### src/rtl/uart_rxtx_param.sv
// rtl/uart_rxtx_param.sv - parametrised full-duplex UART transceiver with loopback
module uart_rxtx_param #(
  parameter int DATA_BITS    = 8,
  parameter int CLKS_PER_BIT = 16,
  parameter int PARITY_EN    = 0,
  parameter int PARITY_ODD   = 0,
  parameter int STOP_BITS    = 1
) (
  input  logic                 clk,
  input  logic                 rst_n,
  input  logic [DATA_BITS-1:0] tx_data,
  input  logic                 tx_valid,
  output logic                 tx_ready,
  output logic                 txd,
  input  logic                 rxd,
  input  logic                 loopback,
  output logic [DATA_BITS-1:0] rx_data,
  output logic                 rx_valid,
  output logic                 rx_parity_err,
  output logic                 rx_frame_err
);

  // Counter is wide enough to time a double stop bit in one run.
  localparam int CW = $clog2(2 * CLKS_PER_BIT + 1);
  localparam logic [CW-1:0] BIT_END  = CW'(CLKS_PER_BIT - 1);
  localparam logic [CW-1:0] HALF_END = CW'(CLKS_PER_BIT / 2 - 1);
  localparam logic [CW-1:0] STOP_END = CW'(STOP_BITS * CLKS_PER_BIT - 1);
  localparam logic [3:0]    LAST_BIT = 4'(DATA_BITS - 1);
  localparam logic          PAR_ODD  = (PARITY_ODD != 0);
  localparam logic          PAR_ON   = (PARITY_EN != 0);

  typedef enum logic [2:0] {
    S_IDLE,
    S_START,
    S_DATA,
    S_PARITY,
    S_STOP
  } state_t;

  // ---------------------------------------------------------------- TX
  state_t                tx_state_q, tx_state_d;
  logic [CW-1:0]         tx_cnt_q, tx_cnt_d;
  logic [3:0]            tx_idx_q, tx_idx_d;
  logic [DATA_BITS-1:0]  tx_shift_q, tx_shift_d;
  logic                  tx_par_q, tx_par_d;
  logic                  txd_q, txd_d;
  logic                  tx_ready_q, tx_ready_d;

  // TX next state: the line value for the next bit is computed one cycle
  // early so txd is a clean flop output.
  always_comb begin
    tx_state_d = tx_state_q;
    tx_cnt_d   = tx_cnt_q;
    tx_idx_d   = tx_idx_q;
    tx_shift_d = tx_shift_q;
    tx_par_d   = tx_par_q;
    txd_d      = txd_q;
    tx_ready_d = tx_ready_q;
    case (tx_state_q)
      S_IDLE: begin
        txd_d      = 1'b1;
        tx_ready_d = 1'b1;
        if (tx_valid) begin
          tx_shift_d = tx_data;
          tx_par_d   = (^tx_data) ^ PAR_ODD;
          txd_d      = 1'b0;
          tx_ready_d = 1'b0;
          tx_cnt_d   = '0;
          tx_state_d = S_START;
        end
      end
      S_START: begin
        if (tx_cnt_q == BIT_END) begin
          tx_cnt_d   = '0;
          tx_idx_d   = '0;
          txd_d      = tx_shift_q[0];
          tx_shift_d = tx_shift_q >> 1;
          tx_state_d = S_DATA;
        end else begin
          tx_cnt_d = tx_cnt_q + CW'(1);
        end
      end
      S_DATA: begin
        if (tx_cnt_q == BIT_END) begin
          tx_cnt_d = '0;
          if (tx_idx_q == LAST_BIT) begin
            if (PAR_ON) begin
              txd_d      = tx_par_q;
              tx_state_d = S_PARITY;
            end else begin
              txd_d      = 1'b1;
              tx_state_d = S_STOP;
            end
          end else begin
            tx_idx_d   = tx_idx_q + 4'd1;
            txd_d      = tx_shift_q[0];
            tx_shift_d = tx_shift_q >> 1;
          end
        end else begin
          tx_cnt_d = tx_cnt_q + CW'(1);
        end
      end
      S_PARITY: begin
        if (tx_cnt_q == BIT_END) begin
          tx_cnt_d   = '0;
          txd_d      = 1'b1;
          tx_state_d = S_STOP;
        end else begin
          tx_cnt_d = tx_cnt_q + CW'(1);
        end
      end
      S_STOP: begin
        if (tx_cnt_q == STOP_END) begin
          tx_cnt_d   = '0;
          txd_d      = 1'b1;
          tx_ready_d = 1'b1;
          tx_state_d = S_IDLE;
        end else begin
          tx_cnt_d = tx_cnt_q + CW'(1);
        end
      end
      default: begin
        tx_cnt_d   = '0;
        txd_d      = 1'b1;
        tx_ready_d = 1'b1;
        tx_state_d = S_IDLE;
      end
    endcase
  end

  // TX state register; reset forces the line high immediately.
  always_ff @(posedge clk or negedge rst_n) begin
    if (!rst_n) begin
      tx_state_q <= S_IDLE;
      tx_cnt_q   <= '0;
      tx_idx_q   <= '0;
      tx_shift_q <= '0;
      tx_par_q   <= 1'b0;
      txd_q      <= 1'b1;
      tx_ready_q <= 1'b1;
    end else begin
      tx_state_q <= tx_state_d;
      tx_cnt_q   <= tx_cnt_d;
      tx_idx_q   <= tx_idx_d;
      tx_shift_q <= tx_shift_d;
      tx_par_q   <= tx_par_d;
      txd_q      <= txd_d;
      tx_ready_q <= tx_ready_d;
    end
  end

  // ---------------------------------------------------------------- RX
  state_t                rx_state_q, rx_state_d;
  logic [CW-1:0]         rx_cnt_q, rx_cnt_d;
  logic [3:0]            rx_idx_q, rx_idx_d;
  logic [DATA_BITS-1:0]  rx_shift_q, rx_shift_d;
  logic                  rx_par_q, rx_par_d;
  logic                  rxd_s1_q, rxd_s1_d;
  logic                  rxd_s2_q, rxd_s2_d;
  logic                  rx_prev_q, rx_prev_d;
  logic [DATA_BITS-1:0]  rx_data_q, rx_data_d;
  logic                  rx_valid_q, rx_valid_d;
  logic                  rx_perr_q, rx_perr_d;
  logic                  rx_ferr_q, rx_ferr_d;
  logic                  rx_in;

  // Loopback taps the registered txd, which is already in this clock domain.
  assign rx_in = loopback ? txd_q : rxd_s2_q;

  // RX next state: start edge needs a high-to-low transition, so a line
  // stuck low after a framing error cannot retrigger until it goes high.
  always_comb begin
    rxd_s1_d   = rxd;
    rxd_s2_d   = rxd_s1_q;
    rx_prev_d  = rx_in;
    rx_state_d = rx_state_q;
    rx_cnt_d   = rx_cnt_q;
    rx_idx_d   = rx_idx_q;
    rx_shift_d = rx_shift_q;
    rx_par_d   = rx_par_q;
    rx_data_d  = rx_data_q;
    rx_valid_d = 1'b0;
    rx_perr_d  = rx_perr_q;
    rx_ferr_d  = rx_ferr_q;
    case (rx_state_q)
      S_IDLE: begin
        if (rx_prev_q && !rx_in) begin
          rx_cnt_d   = '0;
          rx_state_d = S_START;
        end
      end
      S_START: begin
        if (rx_cnt_q == HALF_END) begin
          rx_cnt_d   = '0;
          rx_idx_d   = '0;
          rx_state_d = rx_in ? S_IDLE : S_DATA;
        end else begin
          rx_cnt_d = rx_cnt_q + CW'(1);
        end
      end
      S_DATA: begin
        if (rx_cnt_q == BIT_END) begin
          rx_cnt_d   = '0;
          rx_shift_d = {rx_in, rx_shift_q[DATA_BITS-1:1]};
          if (rx_idx_q == LAST_BIT) begin
            rx_state_d = PAR_ON ? S_PARITY : S_STOP;
          end else begin
            rx_idx_d = rx_idx_q + 4'd1;
          end
        end else begin
          rx_cnt_d = rx_cnt_q + CW'(1);
        end
      end
      S_PARITY: begin
        if (rx_cnt_q == BIT_END) begin
          rx_cnt_d   = '0;
          rx_par_d   = rx_in;
          rx_state_d = S_STOP;
        end else begin
          rx_cnt_d = rx_cnt_q + CW'(1);
        end
      end
      S_STOP: begin
        if (rx_cnt_q == BIT_END) begin
          rx_cnt_d   = '0;
          rx_data_d  = rx_shift_q;
          rx_perr_d  = PAR_ON && (((^rx_shift_q) ^ PAR_ODD) != rx_par_q);
          rx_ferr_d  = !rx_in;
          rx_valid_d = 1'b1;
          rx_state_d = S_IDLE;
        end else begin
          rx_cnt_d = rx_cnt_q + CW'(1);
        end
      end
      default: begin
        rx_cnt_d   = '0;
        rx_state_d = S_IDLE;
      end
    endcase
  end

  // RX state register, synchroniser and result registers.
  always_ff @(posedge clk or negedge rst_n) begin
    if (!rst_n) begin
      rxd_s1_q   <= 1'b1;
      rxd_s2_q   <= 1'b1;
      rx_prev_q  <= 1'b1;
      rx_state_q <= S_IDLE;
      rx_cnt_q   <= '0;
      rx_idx_q   <= '0;
      rx_shift_q <= '0;
      rx_par_q   <= 1'b0;
      rx_data_q  <= '0;
      rx_valid_q <= 1'b0;
      rx_perr_q  <= 1'b0;
      rx_ferr_q  <= 1'b0;
    end else begin
      rxd_s1_q   <= rxd_s1_d;
      rxd_s2_q   <= rxd_s2_d;
      rx_prev_q  <= rx_prev_d;
      rx_state_q <= rx_state_d;
      rx_cnt_q   <= rx_cnt_d;
      rx_idx_q   <= rx_idx_d;
      rx_shift_q <= rx_shift_d;
      rx_par_q   <= rx_par_d;
      rx_data_q  <= rx_data_d;
      rx_valid_q <= rx_valid_d;
      rx_perr_q  <= rx_perr_d;
      rx_ferr_q  <= rx_ferr_d;
    end
  end

  assign tx_ready      = tx_ready_q;
  assign txd           = txd_q;
  assign rx_data       = rx_data_q;
  assign rx_valid      = rx_valid_q;
  assign rx_parity_err = rx_perr_q;
  assign rx_frame_err  = rx_ferr_q;

endmodule

### config.mk
export PLATFORM = sky130hd
export DESIGN_NAME = uart_rxtx_param
export DESIGN_NICKNAME = d
export VERILOG_FILES = /design/src/rtl/uart_rxtx_param.sv
export SDC_FILE = /design/constraint.sdc
export NUM_CORES = 1
export LEC_CHECK = 0
export BUFFER_PORTS_ARGS = -buffer_cell sky130_fd_sc_hd__buf_2
export CORE_UTILIZATION = 35
export DETAILED_ROUTE_END_ITERATION = 7
export SETUP_SLACK_MARGIN = 0.4
export SYNTH_ARGS = -nofsm -noshare
export SYNTH_HDL_FRONTEND = slang
export SYNTH_SLANG_ARGS = --single-unit
### constraint.sdc
create_clock -name clk -period 2.2 [get_ports clk]
set_input_delay 0.22 -clock clk [delete_from_list [all_inputs] [get_ports clk]]
set_output_delay 0.22 -clock clk [all_outputs]
set_load 0.02 [all_outputs]
======== Word level (Yosys, flattened, before mapping) ========
Cells that the tools add are included.
cells by class
  multiplexer cells ....................... 45
  eq/ne operators ......................... 28
  reductions and logical operators ........ 20
  add/subtract/negate cells ............... 4
  bitwise gates (word level) .............. 1
operator list
  operator               count
  $mux W3                12
  $mux W8                4
  $mux W6                5
  $pmux W3 S5            2
  $ne A2 B2 Y1 const B   14
  $mux W4                6
  $pmux W8 S3            1
  $pmux W6 S3            1
  $pmux W4 S2            2
  $add A6 B1 Y6 const B  2
  $eq A3 B2 Y1 const B   4
  $eq A6 B4 Y1 const B   2
  $pmux W6 S2            1
  $reduce_and A6 Y1      2
  $add A4 B1 Y4 const B  2
  $eq A4 B3 Y1 const B   2
  $mux W1                8
  $reduce_and A4 Y1      2
  $eq A3 B1 Y1 const B   2
  $eq A3 B3 Y1 const B   2
  $eq A6 B3 Y1 const B   1
  $logic_not A3 Y1       2
  $reduce_and A2 Y1      3
  $reduce_or A3 Y1       2
  13 further kinds       14
storage, ports and cells
  output and inout port bits .............. 13
  logic and storage cells ................. 114
  input bits .............................. 13
  flip-flop bits (word level) ............. 57

======== Longest topological paths before layout ========
Gate-level depths: netlist of the first run.
  word-level depth ........................ 5
  depth in mapped cells ................... 6
  gate-level depth less buffers ........... 5

======== Worst setup path after synthesis of the first run ========
OpenSTA, ideal clock, no wires.
  kind .................................... register to register
  start ................................... reg tx_idx_q[0]
  end ..................................... reg tx_shift_q[0]
  path buffers ............................ 1
  slack ................................... 0.453 ns
  arrival ................................. 1.622 ns
  period minus slack after synthesis ...... 1.747 ns
  setup time .............................. 0.125 ns
  cell stages (with the launch flop) ...... 7
  data required time ...................... 2.075 ns
  cells stage by stage .................... dfrtp_1 -> ha_1 -> and3b_1 -> nor4_1 -> o31a_1 -> buf_6 -> mux2_4
between the ends
  cells in the longest elaborated chain, start to end .. 3
ends and longest elaborated chain
  element                      line  RTL
  start: declaration           43    logic [3:0] tx_idx_q, tx_idx_d;
  start signal: assignment     144   tx_idx_q <= tx_idx_d;
  $eq A4 B3 Y1                 86    if (tx_idx_q == LAST_BIT) begin
  $ne A2 B2 Y1 (no line)       n/a
  $reduce_and A5 Y1 (no line)  n/a
  end signal: assignment       145   tx_shift_q <= tx_shift_d;
  end: declaration             44    logic [DATA_BITS-1:0] tx_shift_q, tx_shift_d;
No other way between the ends.
A chain may end at the register's enable or synchronous reset.

======== Final worst setup path of the first run ========
  start ................................... reg tx_state_q[0]
  end ..................................... reg tx_shift_q[1]
between the ends
  cells in the longest elaborated chain, start to end .. 3
  elaborated cells on any way between the ends .. 10
  those cells by class .................... 6 x eq/ne; 1 x mux; 3 x reduce/logical
ends and longest elaborated chain
  element                                                       line  RTL
  start: declaration                                            41    state_t tx_state_q, tx_state_d;
  start signal: assignment                                      142   tx_state_q <= tx_state_d;
  $eq A3 B2 Y1 (tied with other cells)                          59    case (tx_state_q)
  $ne A2 B2 Y1 (no line) or $reduce_bool A3 Y1 (tied branches)  n/a
  $reduce_and A5 Y1 (no line)                                   n/a
Parallel ways exist; a longest one is shown, timed or not.

==> summary.md, run 1 <==
| Metric | Value |
|---|---|
| Status | complete, no violations |
| Met3 Routed Length | ~160 um |
| Die area | 0.00835 mm^2 |
| Mapped Nets | 261 |
| Fraction of registers with async set/reset | 100% |
| CP Launch Type | flop |
| Peak supply drop | 665 uV |
| Metal2 WL | 2.67 mm |
| Reg2reg start | tx_state_q[0] |
| Post-synth EDFFs | 0 |
| Number of library cell types mapped by synthesis | 54 |
| H-tree depth | 3 |
| Yosys top cell by area | dfrtp_1 |
| Clk_lat worst skew | 330 ps |
| Wire length on met1 | 2.51 mm |
| Post-Synthesis Cells | 244 |
| Commonest cells in the netlist | dfrtp_1 (52), mux2_2 (23), nand2_1 (13), inv_1 (10) |
| CTS buffer count | 9 |
| Initial antenna violation count | 0 |
| RD Place Congestion | 0.812 |
| Initial Utilization | 36.2% |
| Leak Pwr | 1.57 nW |
| CTS tree | done |
| Power Dens Cells | ~960 mW/mm^2 |
| Commonest register cell after synthesis | dfrtp_1 |
| Top sig layer | met4 |
| DRC | 0 |
| Gr ovfl total | 0 |
| Fin crit share | about 80% |
| Post-route insts no fill | between 300 and 400 |
| Vias per inst | 5.08 |
| Final setup viols | 0 |
| Post-layout instance area | 0.00345 mm^2 |
| Pins over their slew limit | 0 |
| Root buffer cell | clkbuf_8 |
| Row count | 32 |
| Layout cells sized above 1 | 38.4% |
| Setup CP Type | flop to flop |
| Sequential cell area fraction in the yosys report | 51.2% |
| Height of the die | 91.4 um |
| Synth-to-Final Area Change | 23.3% |
| Origin of the worst setup path | tx_state_q[0] |
| Die W | around 91 um |
| HPWL after DPL | 3.67 mm |
| Worst Skew | 6.98 ps |
| Gr usage total | 14.9% |
| First-pass GRT wire length | approximately 10 mm |
| Num ports | 26 |
| Max transition margin | about 64% |
| Placed cell areas | 0.00307 mm^2 |
| Setup TNS Final | 0 ps |
| Antenna viol nets, final | 0 |
| Worst Hold Launch | tx_data[7] |
| Synth top area share | 46.5% |
| Synth area leaders | dfrtp_1 (47%), mux2_2 (9.3%), dfstp_2 (4.7%) |
| Cell area after synthesis | between 0.002 and 0.003 mm^2 |
| Max Root-Sink Buffers | 2 |
| Slew @ Worst Pin | 532 ps |
| Crit-path max FO | 8 |
| Nets@finish | 306 |
| RSZ-0062 raised after global routing | true |
| Via Count | 2010 |
| Min cycle time layout | 1750 ps |
| FF+latch count, synth | 57 |
| # clock sinks | 57 |
| Pre-CTS setup slack | 274 ps |
| Port Buffers | 24 |
| Vias in the first global route | 2116 |
| Worst endpoint required time | between 2000 and 2500 ps |
| Final WL | 5.38 mm |
| Core area | 0.00773 mm^2 |
| Largest net degree at the start of global routing | 37 |
| # diodes | 0 |
| Synth warnings | 0 |
| Crit end category | flop |
| Mean Syn Cell Area | between 10 and 15 um^2 |
| Peak Freq | 0.573 GHz |
| Hold Path Class | input pin to flop |
| Drt pass-1 iters | 4 |
| Final Worst Setup Slack | approximately 450 ps |
| WL/cell | approximately 14 um |
| DRT iter0 DRCs | 71 |
| # placed instances | 370 |
| Most frequent cell after synthesis | dfrtp_1 |
| Arrival time worst endpoint | 1960 ps |
| Fin. Hold Viols | 0 |
| Fill cells | between 700 and 800 |
| Clock transition at path regs | 60 ps |
| Max-cap check violation count | 0 |
==> through the flow <==
stage	util (%)	power (mW)	hold WS, ps
2_1_floorplan	-	2.08	-75.6
3_3_place_gp	39.8	2.29	238
3_5_place_dp	39.8	2.30	241
4_1_cts	43.6	3.29	133
5_1_grt	44.6	3.53	170
6_report	44.6	3.32	142
==> sequential cells by signal, indices dropped and copies added (netlist names), 3 cells and up <==
signal      flops
rx_cnt_q        6
rx_data         8
rx_idx_q        4
rx_shift_q      8
rx_state_q      3
tx_cnt_q        6
tx_idx_q        4
tx_shift_q      8
tx_state_q      3
==> cells by family after synthesis <==
logic type / Yosys count / synth area share [%]
adder cells (fa/ha/maj): 4 / 1.79
multiplexers: 37 / 15.7
buffers and inverters: 19 / 3.13
XOR/XNOR: 3 / 0.940
AND/OR/NAND/NOR: 70 / 14.0
flip-flops: 57 / 51.2
other: 1 / 0.134
AO/OA/AOI/OAI: 53 / 13.2
==> worst paths after layout <==
path	endpoint	slack, ps	depth (start not counted)
min in group asynchronous	rx_cnt_q[5]	400	2
worst max-delay path	tx_shift_q[1]	450	5
worst max register to register	tx_shift_q[1]	450	5
worst min-delay path	tx_shift_q[7]	140	3
worst min register to register	rxd_s2_q	360	0
max in group asynchronous	rxd_s1_q	1180	3
==> cell usage in the layout, fill, tap and decap left out, types with 5 or more instances in the layout <==
master	n
a21oi_1	8
a22o_1	5
a31oi_1	6
buf_2	24
buf_4	15
clkbuf_8	11
dfrtp_1	51
dfstp_2	5
inv_1	10
mux2_2	23
mux2_4	7
nand2_1	12
nand3_1	8
nor2_1	8
nor3_1	6
o21ai_0	8
==> layer usage <==
metal  up-vias  global-route usage [%]
met2        26                    24.2
met4         0                    4.37
met3         3                    4.86
met5         -                       0
met1       994                    18.9
li1        987                       -
==> worst max-delay path, cell delays in order, from the launching register on <==
cell	delay (ps)
dfrtp_1	480
or2_1	320
nor2_2	180
o31a_1	180
buf_6	160
mux2_4	300
==> what timing repair did <==
action,4_1_cts,5_1_grt
setup endpoints to repair,18,32
setup buffers,6,2
hold buffers,2,0
gates resized for setup,12,12
hold endpoints to repair,20,0
pin swaps,3,3
==> final cells by class <==
cell class	count	area, um^2	share of cell area [%]
clock inverters	5	30.0	0.871
repair buffers	43	284	8.24
inverters	10	37.5	1.09
well taps	102	128	3.70
flip-flops and latches	57	1430	41.6
clock buffers	11	151	4.39
multi-input cells	168	1380	40.1
==> power by group <==
part | total [mW] | switching, mW | internal [mW]
Combinational | 1.00 | 0.439 | 0.561
Sequential | 1.44 | 0.184 | 1.25
Clock | 0.883 | 0.419 | 0.463
Total | 3.32 | 1.04 | 2.28
No activity file was read; power rests on OpenSTA's default activity.
==> run 2, diff against run 1 <==
==> constraint.sdc (replaced) <==
create_clock -name clk -period 1.8 [get_ports clk]
set_input_delay 0.18 -clock clk [delete_from_list [all_inputs] [get_ports clk]]
set_output_delay 0.18 -clock clk [all_outputs]
set_load 0.02 [all_outputs]
==> run 2 against run 1 <==
  * Cell count up 11%
  * Combinational power up 70%
  * Clock power up 36%
  * Fmax up 1.7%
  * Critical path type unchanged
  * Largest power group unchanged
==> summary.md, run 2 (same netlist as run 1, synthesis figures left out) <==
| Metric | Value |
|---|---|
| Setup CP Type | flop to flop (unchanged) |
| DRC | 0 (unchanged) |
| Die area | 0.00835 mm^2 (unchanged) |
| Worst Skew | 13.9 ps (was 6.98 ps) |
| Hold Slack | 90.6 ps (was 142 ps) |
| # placed instances | 384 (was 370) |
| Placed cell areas | 0.00338 mm^2 (was 0.00307 mm^2) |
| Drt pass-1 iters | 4 (unchanged) |
| Min cycle time layout | 1720 ps (was 1750 ps) |
| H-tree depth | 3 (unchanged) |
| HPWL after DPL | 4.03 mm (was 3.67 mm) |
| Fill cells | 631 (was 724) |
| CTS tree | done (unchanged) |
| Status | complete, no violations (unchanged) |
| Peak supply drop | 394 uV (was 665 uV) |
| Clk_lat worst skew | 340 ps (was 330 ps) |
| Vias in the first global route | 2223 (was 2116) |
| Port Buffers | 24 (unchanged) |
| Total chip power | 4.63 mW (was 3.32 mW) |
| Num ports | 26 (unchanged) |
| Core Util, Final | 54.9% (was 44.6%) |
| Fin crit share | 95.3% (was 79.3%) |
| Final Worst Setup Slack | 84.1 ps (was 455 ps) |
| Register-to-register setup slack | 80 ps (was 450 ps) |
| Fin. Hold Viols | 0 (unchanged) |
| Synth-to-Final Area Change | 51.6% (was 23.3%) |
| Worst endpoint required time | 2020 ps (was 2420 ps) |
| First-pass GRT wire length | 10.9 mm (was 9.83 mm) |
| # diodes | 0 (unchanged) |
| R2R cell count | 6 (was 5) |
| Layout cells sized above 1 | 59.8% (was 38.4%) |
| Largest net degree at the start of global routing | 58 (was 37) |
| Arrival time worst endpoint | 1930 ps (was 1960 ps) |
| Final WL | 6.76 mm (was 5.38 mm) |
| Post-route insts no fill | 438 (was 396) |
| Gr usage total | 16.8% (was 14.9%) |
| Power Dens Cells | 1090 mW/mm^2 (was 962 mW/mm^2) |
| Pre-CTS setup slack | 10.7 ps (was 274 ps) |
| Antenna viol nets, final | 0 (unchanged) |
| Gr ovfl total | 0 (unchanged) |
| Origin of the worst setup path | tx_cnt_q[0] (was tx_state_q[0]) |
| CTS buffer count | 9 (unchanged) |
| Worst r2r dst | tx_shift_q[6] (was tx_shift_q[1]) |
| Setup TNS Final | 0 ps (unchanged) |
| Post-layout instance area | 0.00424 mm^2 (was 0.00345 mm^2) |
| Initial Utilization | 36.2% (unchanged) |
| Crit end category | flop (unchanged) |
| Crit-path max FO | 8 (unchanged) |
| Die W | 91.4 um (unchanged) |
| Initial antenna violation count | 0 (unchanged) |
| Height of the die | 91.4 um (unchanged) |
| WL/cell | 15.4 um (was 13.6 um) |
| CP Launch Type | flop (unchanged) |
| Core area | 0.00773 mm^2 (unchanged) |
| Via Count | 2259 (was 2010) |
| RD Place Congestion | 0.747 (was 0.812) |
| Vias per inst | 5.16 (was 5.08) |
| Max-cap check violation count | 0 (unchanged) |
| Pins over their slew limit | 0 (unchanged) |
| RSZ-0062 raised after global routing | true (unchanged) |
| Critical Path Sink | tx_shift_q[6] (was tx_shift_q[1]) |
| Leak Pwr | 1.84 nW (was 1.57 nW) |
| Max Root-Sink Buffers | 2 (unchanged) |
| Peak Freq | 0.583 GHz (was 0.573 GHz) |
| Most common cell after layout, fill and taps aside | dfrtp_1 (unchanged) |
| Final setup viols | 0 (unchanged) |
| # clock sinks | 57 (unchanged) |
| Root buffer cell | clkbuf_8 (unchanged) |
| Row count | 32 (unchanged) |
| Clock transition at path regs | 70 ps (was 60 ps) |
| Nets@finish | 348 (was 306) |
| Reg2reg start | tx_cnt_q[0] (was tx_state_q[0]) |
| DRT iter0 DRCs | 122 (was 71) |
| Hold Path Class | input pin to flop (unchanged) |
| Most frequent cells in the layout | dfrtp_1 (42), buf_4 (40), buf_2 (24) (was dfrtp_1 (51), buf_2 (24), mux2_2 (23)) |
-- run 2: changes by cell type in the layout (fill, tap and decap cells not counted), moves of 3 or more --
| cell | delta |
|---|---|
| and3_4 | +4 |
| nand2_1 | -4 |
| a211oi_1 | -3 |
| a21oi_1 | -3 |
| buf_4 | +25 |
| mux2_4 | +12 |
| dfrtp_1 | -9 |
| nand2_8 | +3 |
| buf_6 | +12 |
| o21ai_1 | +3 |
| mux2_1 | -3 |
| mux2_2 | -9 |
| o21ai_0 | -6 |
| dfrtp_2 | +9 |
-- run 2: power breakdown --
group	internal, mW	switching (mW)	total (mW)
sequential	1.53	0.205	1.74
combinational	0.947	0.751	1.70
clock	0.644	0.555	1.20
total	3.12	1.51	4.63
-- run 2: area by class of cell --
type	count	area [um^2]	share of cell area (%)
well taps	102	128	3.01
multi-input cells	170	1780	42.1
inverters	10	37.5	0.885
clock buffers	10	128	3.01
repair buffers	83	651	15.3
flip-flops and latches	57	1450	34.1
clock inverters	6	67.6	1.59
-- run 2: what timing repair did --
item,CTS,global route
resized for setup,53,30
endpoints found under the hold margin,53,0
setup buffers,25,9
setup endpoints to repair,48,52
pin swaps,21,22
hold buffers,2,0
gates cloned,2,0
-- run 2: how the worst min path moves through the flow --
stage                from            end  slack (ps)  depth (start not counted)
6_report       tx_data[7]  tx_shift_q[7]          90                          3
4_1_cts        tx_data[7]  tx_shift_q[7]          80                          3
3_5_place_dp        rst_n   rx_frame_err         210                          2
2_1_floorplan       rst_n    rx_cnt_q[0]        -120                          0
5_1_grt        tx_data[7]  tx_shift_q[7]         110                          3
3_3_place_gp        rst_n    rx_cnt_q[5]         210                          2
-- run 2: layer usage --
metal	vias up	wire length, um	global-route usage (%)
li1	1076	-	-
met1	1140	3170	23.1
met2	32	3240	25.3
met3	11	223	3.77
met4	0	125	7.01
met5	-	0	0
-- run 2: critical path, cell delays in order (launching register included) --
cell     delay [ps]
dfrtp_1         410
ha_4            170
nand3_4         100
nor4_4          280
o31a_1          200
buf_12          140
mux2_4          300
==> run 3, diff against run 2 <==
--- a/config.mk
+++ b/config.mk
@@ -6,7 +6,7 @@
 export NUM_CORES = 1
 export LEC_CHECK = 0
 export BUFFER_PORTS_ARGS = -buffer_cell sky130_fd_sc_hd__buf_2
-export CORE_UTILIZATION = 35
+export CORE_UTILIZATION = 30
 export DETAILED_ROUTE_END_ITERATION = 7
 export SETUP_SLACK_MARGIN = 0.4
 export SYNTH_ARGS = -nofsm -noshare
==> run 3 against run 2 <==
  * Largest power group is now combinational cells
  * Clock skew is 7.5 ps lower
  * Clock power is 8% higher
  * Core utilization is 6.6 points lower
  * Via count is 0.80% higher
  * Fmax is 0.87% lower
  * Register-to-register slack worse by 20 ps
  * Cell count is 3.0% higher
  * Final area is 1.1% higher
==> summary.md, run 3 (same netlist as run 1, synthesis figures left out) <==
| Metric | Value |
|---|---|
| Status | complete, no violations (unchanged) |
| Fill cells | 755 (was 631) |
| Vias in the first global route | 2222 (was 2223) |
| Final WL | 6.76 mm (about the same) |
| DRT iter0 DRCs | 79 (was 122) |
| Placed cell areas | 0.00338 mm^2 (unchanged) |
| Post-layout instance area | 0.00429 mm^2 (was 0.00424 mm^2) |
| Final setup viols | 0 (unchanged) |
| H-tree depth | 3 (unchanged) |
| Sw Ratio | 31.6% (was 32.6%) |
| Share of power burned in registers | 36.2% (was 37.5%) |
| Gr usage total | 14.3% (was 16.8%) |
| Met2 Usage GRT | 21.5% (was 25.3%) |
| Arrival time worst endpoint | 2020 ps (was 1930 ps) |
| Height of the die | 98.5 um (was 91.4 um) |
| Fin crit share | 96.2% (was 95.3%) |
| Pins over their slew limit | 0 (unchanged) |
| Core area | 0.00889 mm^2 (was 0.00773 mm^2) |
| Worst Skew | 6.42 ps (was 13.9 ps) |
| Die area | 0.00971 mm^2 (was 0.00835 mm^2) |
| WL/cell | 15.0 um (was 15.4 um) |
| Antenna viol nets, final | 0 (unchanged) |
| Power Dens Cells | 1110 mW/mm^2 (was 1090 mW/mm^2) |
| Setup CP Type | flop to flop (unchanged) |
| # clock sinks | 57 (unchanged) |
| Core Util, Final | 48.2% (was 54.9%) |
| Die W | 98.5 um (was 91.4 um) |
| Hold Path Class | input pin to flop (unchanged) |
| Final Worst Setup Slack | 69.1 ps (was 84.1 ps) |
| DRC | 0 (unchanged) |
| Switch Pwr | 1.51 mW (about the same) |
| Max-cap check violation count | 0 (unchanged) |
| M3 GR Usage | 3.48% (was 3.77%) |
| First-pass GRT wire length | 10.7 mm (was 10.9 mm) |
| Peak Freq | 0.578 GHz (was 0.583 GHz) |
| Nets@finish | 355 (was 348) |
| Min cycle time layout | 1730 ps (was 1720 ps) |
| Pre-CTS setup slack | 50.2 ps (was 10.7 ps) |
| Met1 GRT Util | 19.3% (was 23.1%) |
| Drt pass-1 iters | 4 (unchanged) |
| Largest net degree at the start of global routing | 58 (unchanged) |
| Gr ovfl total | 0 (unchanged) |
| Synth-to-Final Area Change | 53.3% (was 51.6%) |
| CTS buffer count | 9 (unchanged) |
| Row count | 34 (was 32) |
| Root buffer cell | clkbuf_8 (unchanged) |
| Clk_lat worst skew | 340 ps (about the same) |
| Combinational power share | 36.8% (was 36.7%) |
| Layout cells sized above 1 | 59.8% (about the same) |
| CTS tree | done (unchanged) |
| Max Root-Sink Buffers | 2 (unchanged) |
| RD Place Congestion | 0.760 (was 0.747) |
| HPWL after DPL | 3.86 mm (was 4.03 mm) |
| Most frequent cells in the layout | buf_4 (48), dfrtp_1 (43), buf_2 (24) (was dfrtp_1 (42), buf_4 (40), buf_2 (24)) |
| # diodes | 0 (unchanged) |
| Total chip power | 4.77 mW (was 4.63 mW) |
| CP Launch Type | flop (unchanged) |
| Port Buffers | 24 (unchanged) |
| RSZ-0062 raised after global routing | true (unchanged) |
| Clock transition at path regs | 70 ps (about the same) |
| Worst endpoint required time | 2090 ps (was 2020 ps) |
| GRT Max-Usage Layer | met2 (unchanged) |
| Most common cell after layout, fill and taps aside | buf_4 (was dfrtp_1) |
| Via Count | 2277 (was 2259) |
| Fin. Hold Viols | 0 (unchanged) |
| Setup TNS Final | 0 ps (unchanged) |
| Register-to-register setup slack | 70 ps (was 80 ps) |
| Num ports | 26 (unchanged) |
| Initial antenna violation count | 0 (unchanged) |
| Leak Pwr | 1.88 nW (was 1.84 nW) |
| Crit end category | flop (unchanged) |
| Crit-path max FO | 5 (was 8) |
| Vias per inst | 5.05 (was 5.16) |
| Power share of the clock group | 26.9% (was 25.9%) |
| Internal | 3.26 mW (was 3.12 mW) |
| Peak supply drop | 477 uV (was 394 uV) |
| Initial Utilization | 31.5% (was 36.2%) |
-- run 3: cell count changes in the layout (fill, tap and decap cells not counted), sizes merged --
cell,change
inv,-1
clkinv,-1
buf,+7
clkbuf,+2
-- run 3: power groups by stage --
stage	Clock, mW	Combinational [mW]	Sequential [mW]
after floorplan	0	0.912	1.73
after detailed placement	0	1.38	1.72
after CTS	1.30	1.54	1.72
after global placement	0	1.35	1.72
final	1.29	1.76	1.73
after global routing	1.37	1.89	1.75
-- run 3: worst max-delay path, cell delays in order, from the launching register on --
cell and delay [ps]:
dfrtp_1 410, ha_4 190, buf_4 130, buf_6 110, and3_4 190, a211oi_4 340, a21o_1 170, a22o_1 130
-- run 3: cell type report --
type                    instances  area [um^2]  share of cell area, %
repair buffers                 90          708                   16.5
clock buffers                  12          165                   3.85
multi-input cells             170         1750                   40.8
well taps                     108          135                   3.15
flip-flops and latches         57         1440                   33.7
clock inverters                 4         50.0                   1.17
inverters                      10         37.5                  0.875
-- run 3: routing by layer --
layer / vias up / wire (um)
met5: - / 0
met4: 0 / 137
met3: 10 / 213
met2: 46 / 3280
met1: 1134 / 3130
li1: 1087 / -
-- run 3: final timing paths --
check,cells past startpoint,end,startpoint
max,7,tx_cnt_q[5],tx_cnt_q[0]
min,3,tx_shift_q[7],tx_data[7]
max reg2reg,7,tx_cnt_q[5],tx_cnt_q[0]
min reg2reg,0,rxd_s2_q,rxd_s1_q
max in group asynchronous,3,rxd_s1_q,rst_n
min in group asynchronous,3,tx_state_q[2],rst_n
-- run 3: what timing repair did --
action                     in CTS  in global routing
cloned                          2                  0
hold buffers                    2                  0
pin swaps                      20                 16
buffers inserted               26                 16
resized for setup              40                 31
hold endpoints to repair       53                  0
setup endpoints to repair      48                 52
-- run 3: stage by stage --
step	std cells	hold slack, ps
after global placement	389	206
final	451	81.8
after floorplan	244	-116
after global routing	451	82.9
after detailed placement	389	211
after CTS	435	77.0
